$ cat config.mk
export PLATFORM = sky130hd
export DESIGN_NAME = intersection_phase_sched
export DESIGN_NICKNAME = d
export VERILOG_FILES = /design/src/rtl/phase_pkg.sv /design/src/rtl/tick_gen.sv /design/src/rtl/intersection_phase_sched.sv
export SDC_FILE = /design/constraint.sdc
export NUM_CORES = 1
export LEC_CHECK = 0
export CAP_MARGIN = 20
export CORE_ASPECT_RATIO = 0.6
export CORE_UTILIZATION = 57
export CTS_CLUSTER_DIAMETER = 150
export DETAILED_ROUTE_END_ITERATION = 16
export GPL_TIMING_DRIVEN = 1
export PLACE_DENSITY = 0.8
export SETUP_SLACK_MARGIN = 0.05
export SYNTH_ARGS = -nofsm -noshare
export SYNTH_HDL_FRONTEND = slang
export SYNTH_SLANG_ARGS = --single-unit
$ cat constraint.sdc
create_clock -name clk -period 2.5 [get_ports clk]
set_input_delay 0.5 -clock clk [delete_from_list [all_inputs] [get_ports clk]]
set_output_delay 0.5 -clock clk [all_outputs]
set_load 0.01 [all_outputs]
$ cat src/rtl/phase_pkg.sv
`default_nettype none
// ============================================================================
//  Module   : phase_pkg
//  Purpose  : Phase codes, lamp vectors and sequencing helpers shared by the
//             intersection phase scheduler.
//  Revision : 1.0 - initial release
// ============================================================================
package phase_pkg;

    typedef enum logic [2:0] {
        NS_GREEN  = 3'd0,
        NS_YELLOW = 3'd1,
        ALLRED_A  = 3'd2,
        EW_GREEN  = 3'd3,
        EW_YELLOW = 3'd4,
        ALLRED_B  = 3'd5
    } phase_t;

    // Lamp vector ordering is {red, yellow, green}
    localparam logic [2:0] c_LAMP_RED    = 3'b100;
    localparam logic [2:0] c_LAMP_YELLOW = 3'b010;
    localparam logic [2:0] c_LAMP_GREEN  = 3'b001;

    typedef struct packed {
        logic [2:0] ns;
        logic [2:0] ew;
    } lamps_t;

    function automatic lamps_t decode_lamps(input phase_t s);
        lamps_t l;
        l.ns = c_LAMP_RED;
        l.ew = c_LAMP_RED;
        case (s)
            NS_GREEN:  l.ns = c_LAMP_GREEN;
            NS_YELLOW: l.ns = c_LAMP_YELLOW;
            EW_GREEN:  l.ew = c_LAMP_GREEN;
            EW_YELLOW: l.ew = c_LAMP_YELLOW;
            default:   ;
        endcase
        return l;
    endfunction

    function automatic phase_t next_phase(input phase_t s);
        phase_t n;
        case (s)
            NS_GREEN:  n = NS_YELLOW;
            NS_YELLOW: n = ALLRED_A;
            ALLRED_A:  n = EW_GREEN;
            EW_GREEN:  n = EW_YELLOW;
            EW_YELLOW: n = ALLRED_B;
            default:   n = NS_GREEN;
        endcase
        return n;
    endfunction

endpackage
`default_nettype wire

$ cat src/rtl/tick_gen.sv
`default_nettype none
// ============================================================================
//  Module   : tick_gen
//  Purpose  : Free-running divider emitting a one-clk tick every CLK_DIV clks,
//             with a synchronous clear that restarts the full period.
//  Revision : 1.0 - initial release
// ============================================================================
module tick_gen #(
    parameter int CLK_DIV = 50_000_000
) (
    input  logic clk,
    input  logic reset,
    input  logic clr,
    output logic tick
);

    localparam int                 c_CNT_W = (CLK_DIV > 1) ? $clog2(CLK_DIV) : 1;
    localparam logic [c_CNT_W-1:0] c_LAST  = c_CNT_W'(CLK_DIV - 1);

    logic [c_CNT_W-1:0] r_cnt;

    always_ff @(posedge clk or posedge reset) begin
        if (reset) begin
            r_cnt <= '0;
        end else if (clr || (r_cnt == c_LAST)) begin
            r_cnt <= '0;
        end else begin
            r_cnt <= r_cnt + c_CNT_W'(1);
        end
    end

    assign tick = (r_cnt == c_LAST);

endmodule
`default_nettype wire

$ cat src/rtl/intersection_phase_sched.sv
`default_nettype none
// ============================================================================
//  Module   : intersection_phase_sched
//  Purpose  : NS/EW signal phase sequencer with all-red clearance, latched
//             pedestrian requests and emergency-vehicle preemption.
//  Revision : 1.0 - initial release
// ============================================================================
module intersection_phase_sched
    import phase_pkg::*;
#(
    parameter int CLK_DIV  = 50_000_000,
    parameter int GREEN_T  = 20,
    parameter int YELLOW_T = 3,
    parameter int ALLRED_T = 2,
    parameter int WALK_T   = 10,
    parameter int CNT_W    = 6
) (
    input  logic             clk,
    input  logic             reset,
    input  logic             ped_req_ns,
    input  logic             ped_req_ew,
    input  logic             emerg_req,
    input  logic             emerg_dir,
    output logic             ns_red,
    output logic             ns_yellow,
    output logic             ns_green,
    output logic             ew_red,
    output logic             ew_yellow,
    output logic             ew_green,
    output logic             walk_ns,
    output logic             walk_ew,
    output logic [2:0]       phase,
    output logic [CNT_W-1:0] sec_left
);

    // Walk ends on the tick that consumes the WALK_T-th tick of green
    localparam logic [CNT_W-1:0] c_WALK_END = CNT_W'(GREEN_T - WALK_T + 1);
    localparam logic [CNT_W-1:0] c_ONE      = CNT_W'(1);

    function automatic logic [CNT_W-1:0] phase_dur(input phase_t s);
        logic [CNT_W-1:0] d;
        case (s)
            NS_GREEN, EW_GREEN:   d = CNT_W'(GREEN_T);
            NS_YELLOW, EW_YELLOW: d = CNT_W'(YELLOW_T);
            default:              d = CNT_W'(ALLRED_T);
        endcase
        return d;
    endfunction

    phase_t           r_state;
    logic [CNT_W-1:0] r_sec_left;
    logic             r_ped_lat_ns;
    logic             r_ped_lat_ew;
    logic             r_walk_ns;
    logic             r_walk_ew;

    phase_t           w_state_nxt;
    phase_t           w_succ;
    logic [CNT_W-1:0] w_sec_nxt;
    logic             w_lat_ns_nxt;
    logic             w_lat_ew_nxt;
    logic             w_walk_ns_nxt;
    logic             w_walk_ew_nxt;
    logic             w_div_clr;
    logic             w_tick;
    logic             w_legal;
    logic             w_hold_ns;
    logic             w_hold_ew;
    logic             w_cut_ns;
    logic             w_cut_ew;
    lamps_t           w_lamps;

    tick_gen #(
        .CLK_DIV (CLK_DIV)
    ) u_tick_gen (
        .clk   (clk),
        .reset (reset),
        .clr   (w_div_clr),
        .tick  (w_tick)
    );

    assign w_legal   = (r_state <= ALLRED_B);
    assign w_hold_ns = emerg_req && !emerg_dir && (r_state == NS_GREEN);
    assign w_hold_ew = emerg_req &&  emerg_dir && (r_state == EW_GREEN);
    assign w_cut_ns  = emerg_req &&  emerg_dir && (r_state == NS_GREEN);
    assign w_cut_ew  = emerg_req && !emerg_dir && (r_state == EW_GREEN);
    assign w_succ    = next_phase(r_state);

    always_comb begin
        w_state_nxt   = r_state;
        w_sec_nxt     = r_sec_left;
        w_lat_ns_nxt  = r_ped_lat_ns | ped_req_ns;
        w_lat_ew_nxt  = r_ped_lat_ew | ped_req_ew;
        w_walk_ns_nxt = r_walk_ns;
        w_walk_ew_nxt = r_walk_ew;
        w_div_clr     = 1'b0;

        if (!w_legal) begin
            w_state_nxt   = ALLRED_B;
            w_sec_nxt     = CNT_W'(ALLRED_T);
            w_walk_ns_nxt = 1'b0;
            w_walk_ew_nxt = 1'b0;
        end else if (w_cut_ns) begin
            // Restart the divider so the preempt yellow runs full length
            w_state_nxt   = NS_YELLOW;
            w_sec_nxt     = CNT_W'(YELLOW_T);
            w_div_clr     = 1'b1;
            w_walk_ns_nxt = 1'b0;
        end else if (w_cut_ew) begin
            w_state_nxt   = EW_YELLOW;
            w_sec_nxt     = CNT_W'(YELLOW_T);
            w_div_clr     = 1'b1;
            w_walk_ew_nxt = 1'b0;
        end else if (w_hold_ns) begin
            w_walk_ns_nxt = 1'b0;
        end else if (w_hold_ew) begin
            w_walk_ew_nxt = 1'b0;
        end else if (w_tick) begin
            if (r_sec_left == c_ONE) begin
                w_state_nxt   = w_succ;
                w_sec_nxt     = phase_dur(w_succ);
                w_walk_ns_nxt = 1'b0;
                w_walk_ew_nxt = 1'b0;
                // A green about to be cut by preemption keeps its latch for later
                if ((w_succ == NS_GREEN) && !(emerg_req && emerg_dir)) begin
                    w_walk_ns_nxt = r_ped_lat_ns | ped_req_ns;
                    w_lat_ns_nxt  = 1'b0;
                end
                if ((w_succ == EW_GREEN) && !(emerg_req && !emerg_dir)) begin
                    w_walk_ew_nxt = r_ped_lat_ew | ped_req_ew;
                    w_lat_ew_nxt  = 1'b0;
                end
            end else begin
                w_sec_nxt = r_sec_left - c_ONE;
                if (r_sec_left == c_WALK_END) begin
                    w_walk_ns_nxt = 1'b0;
                    w_walk_ew_nxt = 1'b0;
                end
            end
        end
    end

    always_ff @(posedge clk or posedge reset) begin
        if (reset) begin
            r_state      <= ALLRED_B;
            r_sec_left   <= CNT_W'(ALLRED_T);
            r_ped_lat_ns <= 1'b0;
            r_ped_lat_ew <= 1'b0;
            r_walk_ns    <= 1'b0;
            r_walk_ew    <= 1'b0;
        end else begin
            r_state      <= w_state_nxt;
            r_sec_left   <= w_sec_nxt;
            r_ped_lat_ns <= w_lat_ns_nxt;
            r_ped_lat_ew <= w_lat_ew_nxt;
            r_walk_ns    <= w_walk_ns_nxt;
            r_walk_ew    <= w_walk_ew_nxt;
        end
    end

    assign w_lamps = decode_lamps(r_state);
    assign {ns_red, ns_yellow, ns_green} = w_lamps.ns;
    assign {ew_red, ew_yellow, ew_green} = w_lamps.ew;
    assign walk_ns  = r_walk_ns;
    assign walk_ew  = r_walk_ew;
    assign phase    = r_state;
    assign sec_left = r_sec_left;

endmodule
`default_nettype wire

## Word-level counts from Yosys, hierarchy flattened

Index checks and enable logic that the tools add are counted.

- Flip-flop bits (word level): 39
- Input bits: 6
- Output and inout bits: 17
- Logic and storage cells: 109

- $add $sub $neg: 2
- $lt $le $gt $ge: 1
- Equal/unequal tests: 22
- Multiplexer cells: 55
- Bitwise gates (word level): 2
- Reduce and logical (&&, ||, !) cells: 20

Operators by type and width:

| cell | count |
|---|---|
| 6-bit 2-to-1 mux | 7 |
| 1-bit 2-to-1 mux | 36 |
| 26-bit by 1-bit adder with 26-bit output (second input constant) | 1 |
| 26-bit == test (second input constant) | 1 |
| 26-bit 2-to-1 mux | 1 |
| 3-bit 2-to-1 mux | 7 |
| 4-bit by 1-bit inequality test with 1-bit output (second input constant) | 4 |
| 3-bit case mux with 5 select lines | 1 |
| 3-bit case mux with 2 select lines | 2 |
| 4-bit AND reduction | 3 |
| 5-bit by 1-bit inequality test with 1-bit output (second input constant) | 2 |
| 5-bit case mux with 2 select lines | 1 |
| 3-bit by 2-bit == test with 1-bit output (second input constant) | 3 |
| 1-bit logical AND | 8 |
| 4-bit by 2-bit inequality test with 1-bit output (second input constant) | 2 |
| 3-bit by 1-bit == test with 1-bit output (second input constant) | 2 |
| 3-bit == test (second input constant) | 2 |
| 6-bit by 1-bit == test with 1-bit output (second input constant) | 1 |
| 6-bit by 4-bit == test with 1-bit output (second input constant) | 1 |
| 3-bit zero test | 2 |
| 6-bit by 1-bit subtractor with 6-bit output (second input constant) | 1 |
| 4-bit by 3-bit inequality test with 1-bit output (second input constant) | 1 |
| 2-bit OR reduction | 2 |
| 3-bit less-or-equal comparator (second input constant) | 1 |
| other kinds (7) | 10 |

## Longest topological paths before layout

Gate-level depths: netlist of run 1.

- Depth after elaboration: 12
- Gate-level depth with buffers: 8
- Mapped depth without buffers: 7

## Cells and area by module

Synthesis of run 1 repeated with hierarchy kept, for this count alone.

- Cells, all modules: 276
- Area, all modules: 2472.4 µm²

By module, submodules not included:

| module | times used | cells an instance | area each (µm²) | sequential area each (µm²) |
|---|---|---|---|---|
| tick_gen | 1 | 150 | 1412.6 | 650.6 |
| intersection_phase_sched | 1 | 126 | 1059.8 | 329.1 |

## Worst setup path after synthesis of run 1

No wires, ideal clock.

- Path kind: reg-to-reg
- Start point: reg u_tick_gen.r_cnt[0]
- End point: reg r_sec_left[0], in the netlist sec_left[0]
- Setup time: 125 ps
- Arrival time: 2152 ps
- Data required time: 2375 ps
- Slack: 223 ps
- Stages on the path, launching flop included: 7
- Path buffers: 0
- Cell sequence: dfrtp_1 -> ha_1 -> nand4_1 -> nor4_4 -> a31oi_4 -> nor3_4 -> mux2_4

- Word-level cells in the longest chain between the ends: 3

Ends and longest elaborated chain:

| element | RTL line | RTL |
|---|---|---|
| start, declared | tick_gen.sv:20 | `logic [c_CNT_W-1:0] r_cnt;` |
| start signal, assigned | tick_gen.sv:28 | `r_cnt <= r_cnt + c_CNT_W'(1);` |
| 26-bit == test | tick_gen.sv:32 | `assign tick = (r_cnt == c_LAST);` |
| 4-bit by 1-bit inequality test with 1-bit output (no line) | - |  |
| 3-bit AND reduction (no line) | - |  |
| end signal, assigned | intersection_phase_sched.sv:146 | `r_sec_left <= CNT_W'(ALLRED_T);` |
| end signal, assigned | intersection_phase_sched.sv:153 | `r_sec_left <= w_sec_nxt;` |
| end, declared | intersection_phase_sched.sv:51 | `logic [CNT_W-1:0] r_sec_left;` |

Every way passes these cells.
A chain may end at the register's enable or synchronous reset.

## Final worst setup path of run 1

- Start point: reg r_state[0], in the netlist phase[0]
- End point: out ns_green

- Word-level cells in the longest chain between the ends: 2
- Elaborated cells between the ends (all ways): 3
- Those cells by class: eq/ne: 1; mux: 1; reduce/logical: 1

Ends and longest elaborated chain:

| element | RTL line | RTL |
|---|---|---|
| start, declared | intersection_phase_sched.sv:50 | `phase_t r_state;` |
| start signal, assigned | intersection_phase_sched.sv:152 | `r_state <= w_state_nxt;` |
| 3-bit by 1-bit == test with 1-bit output or 3-bit zero test (tied branches) | phase_pkg.sv:33 | `case (s)` |
| 3-bit case mux with 2 select lines (*) | phase_pkg.sv:33 |  |
| end, declared | intersection_phase_sched.sv:26 | `output logic ns_green,` |

Every way passes the cells marked *; elsewhere a longest branch is shown, timed or not.

==> results.yml, run 1 <==
yosys:
  synth-edff-count: 0
  synth.yosys.seq_area_share_pct: 41.1
  synthesis.area_um2: 2390
  yosysUniqueCellTypes: 59
  synthFlopType: "dfrtp_1"
  yosysWarningCount: 0
  synthesis.nets: 271
  async_flop_share_pct: 100
  syn_area_per_cell_um2: 9.14
  netlist_instances: 261
  ys_ff_latch: 39
layout:
  nFillCells: 284
  layout_common_cells: "nor2_1, dfrtp_1, clkdlybuf4s50_1, buf_4, nand2_1"
  area_growth_syn_to_layout_pct: 22.0
  drive_gt1_share_pct: 17.0
  diodes: 0
  nets: 315
  fin_area_um2: 2910
  layout_commonest_cell: "nor2_1"
worst_setup_path:
  critPathLaunchType: "register"
  worst-path-max-fanout: 4
  crit_type: "register to output port"
  required_ns: 2.00
  endpoint_kind: "output port"
  cp.arrival_ns: 1.89
route:
  ant_nets: 0
  first_iter_violations: 203
  drc: 0
  highest_layer: "met4"
  route.met2.wl_um: 2390
  wl_met3_um: 510
  avgViaCountPerCell: 6.24
  avgRoutedWirePerCell_um: 16.6
  dr.pass1.iters: 5
  routed_wl_um: 5850
  wl_met1_um: 2890
  vias: 2198
clock_tree:
  clk_latency_ns: 0.29
  htreeDepth: 2
  ctsLongestPathBuffers: 2
  cts_tree: "built"
  cts.clk_slew.worst_paths_ns: 0.07
  cts-root-buf: "clkbuf_8"
  ctsHoldBuffers: 0
  numClockSinks: 39
  cts_buffers: 5
die:
  dieArea_um2: 4460
  fp.dieW_um: 85.5
  chipHeight_um: 52.1
  ioPinCount: 23
  coreArea_um2: 3830
  initial_core_util_pct: 62.3
  num_rows: 17
power:
  p_comb_share_pct: 22.1
  peakVddDrop_mv: 0.528
  power_frac_seq_pct: 53.5
  swShare_pct: 34.2
  power.leakage_nw: 1.18
  intPower_w: 0.00116
  clockPowerShare_pct: 24.4
  powerDensity_nw_per_um2: 604
  p_sw_w: 0.000600
global_routing:
  antenna_found_initial: 0
  grt_pass1_vias: 1999
  grt_overflow_total: 0
  grt_util_all_layers_pct: 28.8
  grt_max_degree: 40
  grt_pass1_wl_um: 9690
placement:
  port_buffers: 22
  placed_area_um2: 2780
  dp_hpwl_um: 4100
  place_congestion: 0.840
sta:
  post-route-min-period_ns: 2.39
  finClkSkew_ns: 0.00290
  finalCritPeriodShare_pct: 95.8
  final_max_slew_viol_count: 0
  setup_viol: 0
  tns_ns: 0
  slew-limit-headroom_pct: 62.3
  rsz0062_at_grt: "yes"
  worstMarginPinSlew_ns: 0.566
  fmax_mhz: 418
  hold_violations: 0
hold_path:
  min_path_type: "register to register"
run:
  max_cap_viol_count: 0
run_status:
  status: "finished clean"
[state kept, by name (all words and copies together) (netlist names), named ones only]
name,cells
u_tick_gen.r_cnt,26
walk_ns,1
walk_ew,1
phase,2
r_ped_lat_ew,1
sec_left,6
r_ped_lat_ns,1
[worst max-delay path, cell delays in order, from the launching register on]
cell and delay (ns):
dfstp_2 0.38, buf_4 0.15, or3_1 0.36, inv_1 0.15, clkdlybuf4s50_1 0.56
[metal layers]
metal / vias up / GRT usage, %
li1: 1036 / -
met1: 1037 / 42.6
met2: 115 / 41.2
met3: 10 / 8.89
met4: 0 / 6.11
met5: - / 0
[synth_stat cells (2+ instances only)]
master      n  share of area, %
a21boi_0    2              0.63
o41ai_1     2              0.73
or4_1       2              0.63
nor2_1     41               6.5
xnor2_1     8               2.9
a211oi_1    2              0.63
a21bo_2     2              0.84
buf_2       3              0.63
ha_1        4               2.1
dfrtp_1    36                38
nand4_1    10               2.6
and2_2      2              0.63
a31o_2      2              0.73
o31ai_1     2              0.63
dfstp_2     3               3.3
inv_1      11               1.7
nand2b_1    2              0.52
or3_1       6               1.6
nor4_1      4               1.0
o21ai_0     5               1.0
nor2b_1     3              0.79
xor2_1     13               4.8
a2bb2oi_1   2              0.73
a41oi_1     2              0.73
nor3_1      8               1.7
nand3_1    16               3.4
a221oi_1    2              0.73
a21oi_1    11               2.3
clkbuf_1    5              0.79
a31oi_1     4               1.0
nand2_1    18               2.8
[area by class of cell]
type / instances / area [um2] / share of cell area, %
Tap cell: 47 / 58.8 / 2.02
Inverter: 11 / 41.3 / 1.42
Clock inverter: 1 / 5.00 / 0.172
Clock buffer: 6 / 82.6 / 2.84
Timing Repair Buffer: 45 / 405 / 13.9
Sequential cell: 39 / 980 / 33.7
Multi-Input combinational cell: 203 / 1340 / 46.0
[metrics by stage]
stage / total power (W) / worst slack, ns / std cells / hold WS, ns / utilization [%]
final: 0.00176 / 0.106 / 352 / 0.499 / 76.0
after global routing: 0.00187 / 0.0405 / 352 / 0.529 / 76.0
after CTS: 0.00175 / 0.0597 / 351 / 0.497 / 75.7
after detailed placement: 0.00132 / 0.0973 / 340 / 0.486 / 72.6
after global placement: 0.00130 / 0.166 / 340 / 0.467 / 72.6
after floorplan: 0.00121 / 0.223 / 261 / 0.455 / -
[final timing paths]
path	from	endpoint	slack, ns	depth (start not counted)
worst max-delay path	phase[0]	ns_green	0.11	4
worst min register to register	u_tick_gen.r_cnt[0]	u_tick_gen.r_cnt[0]	0.50	1
max in group asynchronous	reset	phase[0]	1.51	3
worst max register to register	u_tick_gen.r_cnt[16]	sec_left[3]	0.18	5
min in group asynchronous	reset	sec_left[2]	0.63	3
worst min-delay path	u_tick_gen.r_cnt[0]	u_tick_gen.r_cnt[0]	0.50	1
[what timing repair did]
action                     CTS  global route
resized for setup            0             1
cloned                       0             0
setup buffers                4             1
setup endpoints to repair    2             5
[logic make-up after synthesis]
group / synth area share (%)
and+or+nand+nor: 28.9
xor gates and xnor gates: 7.71
buffers and inverters: 3.15
adders and majority gates: 2.10
DFF: 41.1
muxes: 1.05
AOI/OAI and AO/OA: 16.0
[power by group through the flow]
stage               sequential [W]  combinational, W  clock, W
global placement          0.000942          0.000362         0
global route              0.000961          0.000441  0.000464
detailed placement        0.000948          0.000377         0
floorplan                 0.000906          0.000304         0
CTS                       0.000937          0.000380  0.000436
finish                    0.000940          0.000389  0.000428
Note: power is estimated with default switching activity, not from simulation.
==> inputs of run 2 (changes only) <==
- CORE_UTILIZATION: 57 -> 45
- PLACE_DENSITY: 0.8 -> 0.65
- SETUP_SLACK_MARGIN: 0.05 -> 0.3
==> run 2 against run 1 <==
Compared with the run above:
- wire length increased by 2.9%
- clock-buffer cell count rose by 1
- non-clock buffer count grew 11
- clock power decreased by 4%
- clock skew is 0.0053 ns higher
- total power increased by 2.4%
- highest routed layer unchanged
==> results.yml, run 2 (synthesis gave the netlist of run 1 again) <==
layout:
  multiInputGateArea_um2: 1410
  regMostFlops: "u_tick_gen.r_cnt"
  nets: 326
  stdcell_count: 383
  layout_commonest_cell: "nor2_1"
  diodes: 0
  drive_gt1_share_pct: 23.3
  layout_common_cells: "nor2_1, dfrtp_1, buf_4, nand2_1"
  largest_register_ffs: 26
  area_growth_syn_to_layout_pct: 29.8
  seq_area_um2: 981
  final_util_pct: 61.0
  nFillCells: 438
sta:
  finClkSkew_ns: 0.00819
  final_max_slew_viol_count: 0
  post-route-min-period_ns: 2.13
  worstMarginPinSlew_ns: 0.498
  rsz0062_at_grt: "no"
  tns_ns: 0
  finalCritPeriodShare_pct: 85.3
  fmax_mhz: 469
  slew-limit-headroom_pct: 66.8
  hold_violations: 0
  setup_viol: 0
die:
  fp.dieW_um: 96.0
  ioPinCount: 23
  dieArea_um2: 5610
  chipHeight_um: 58.4
  num_rows: 20
  coreArea_um2: 5080
  initial_core_util_pct: 47.0
worst_setup_path:
  endpoint_kind: "output port"
  cp.arrival_ns: 1.63
  crit_type: "register to output port"
  required_ns: 2.00
  r2r_start: "phase[0]"
  critPathLaunchType: "register"
  startpoint: "phase[0]"
  worst-path-max-fanout: 11
power:
  peakVddDrop_mv: 0.468
  powerDensity_nw_per_um2: 581
  intPower_w: 0.00117
  p_sw_w: 0.000627
  swShare_pct: 34.9
  p_comb_share_pct: 25.2
  power.leakage_nw: 1.30
  clockPowerShare_pct: 22.9
  power_frac_seq_pct: 51.8
run_status:
  status: "finished clean"
route:
  avgViaCountPerCell: 5.72
  ant_nets: 0
  avgRoutedWirePerCell_um: 15.7
  first_iter_violations: 126
  drc: 0
  dr.pass1.iters: 5
  routed_wl_um: 6020
  vias: 2192
placement:
  place_congestion: 0.865
  dp_hpwl_um: 4130
  port_buffers: 22
  dp.cells: 360
global_routing:
  grt_util_all_layers_pct: 24.2
  antenna_found_initial: 0
  grt_pass1_wl_um: 10300
  grt_pass1_vias: 2040
  grt_max_degree: 40
  grt_overflow_total: 0
clock_tree:
  htreeDepth: 2
  clk_latency_ns: 0.29
  cts.clk_slew.worst_paths_ns: 0.07
  cts-root-buf: "clkbuf_8"
  cts_buffers: 5
  ctsLongestPathBuffers: 2
  cts_tree: "built"
  numClockSinks: 39
run:
  max_cap_viol_count: 0
hold_path:
  min_from: "walk_ew"
  min_path_type: "register to register"
-- run 2: worst max-delay path: stages (launching register included) --
cell	delay (ns)
dfstp_2	0.60
buf_4	0.19
clkdlybuf4s50_1	0.54
-- run 2: layout make-up --
type                       count  share of cell area (%)
clock buffer                   7                    2.46
multi-input combinational    203                    45.5
inverter                      11                    1.45
tap                           66                    2.67
clock inverter                 1                   0.162
sequential                    39                    31.7
timing repair buffer          56                    16.1
-- run 2: layer usage --
layer	part of all wire, %	vias to the layer above	global-route usage (%)
met5	0	-	0
met4	1.3	0	6.40
met3	6.4	11	5.81
met2	40	81	31.4
met1	52	1030	39.1
li1	-	1070	-
-- run 2: repair_timing --
item	CTS	global route
setup buffers	10	5
gates resized for setup	17	9
pin swaps	5	7
endpoints found under the setup margin	28	38
hold buffers	0	0
-- run 2: final timing paths --
| check | endpoint | slack [ns] | cells past startpoint |
|---|---|---|---|
| worst min-delay path | walk_ew | 0.55 | 2 |
| worst max register to register | sec_left[3] | 0.37 | 7 |
| min in group asynchronous | u_tick_gen.r_cnt[3] | 0.62 | 3 |
| worst min register to register | walk_ew | 0.55 | 2 |
| worst max-delay path | phase[0] | 0.37 | 2 |
| max in group asynchronous | phase[1] | 1.51 | 3 |
-- run 2: through the flow --
stage                     instance area (um2)  total power [W]  hold WS, ns  setup slack (ns)
after floorplan                          2390          0.00121        0.455             0.242
after global placement                   2810          0.00131        0.473            0.0971
after detailed placement                 2810          0.00132        0.507             0.117
after CTS                                3030          0.00177        0.517             0.281
after global routing                     3100          0.00191        0.585             0.294
final                                    3100          0.00180        0.551             0.368
-- run 2: power groups by stage --
stage | Sequential [W] | Combinational (W) | Clock [W]
6_report | 0.000932 | 0.000454 | 0.000412
5_1_grt | 0.000953 | 0.000511 | 0.000450
4_1_cts | 0.000928 | 0.000413 | 0.000426
3_5_place_dp | 0.000947 | 0.000376 | 0
3_3_place_gp | 0.000947 | 0.000368 | 0
2_1_floorplan | 0.000906 | 0.000304 | 0
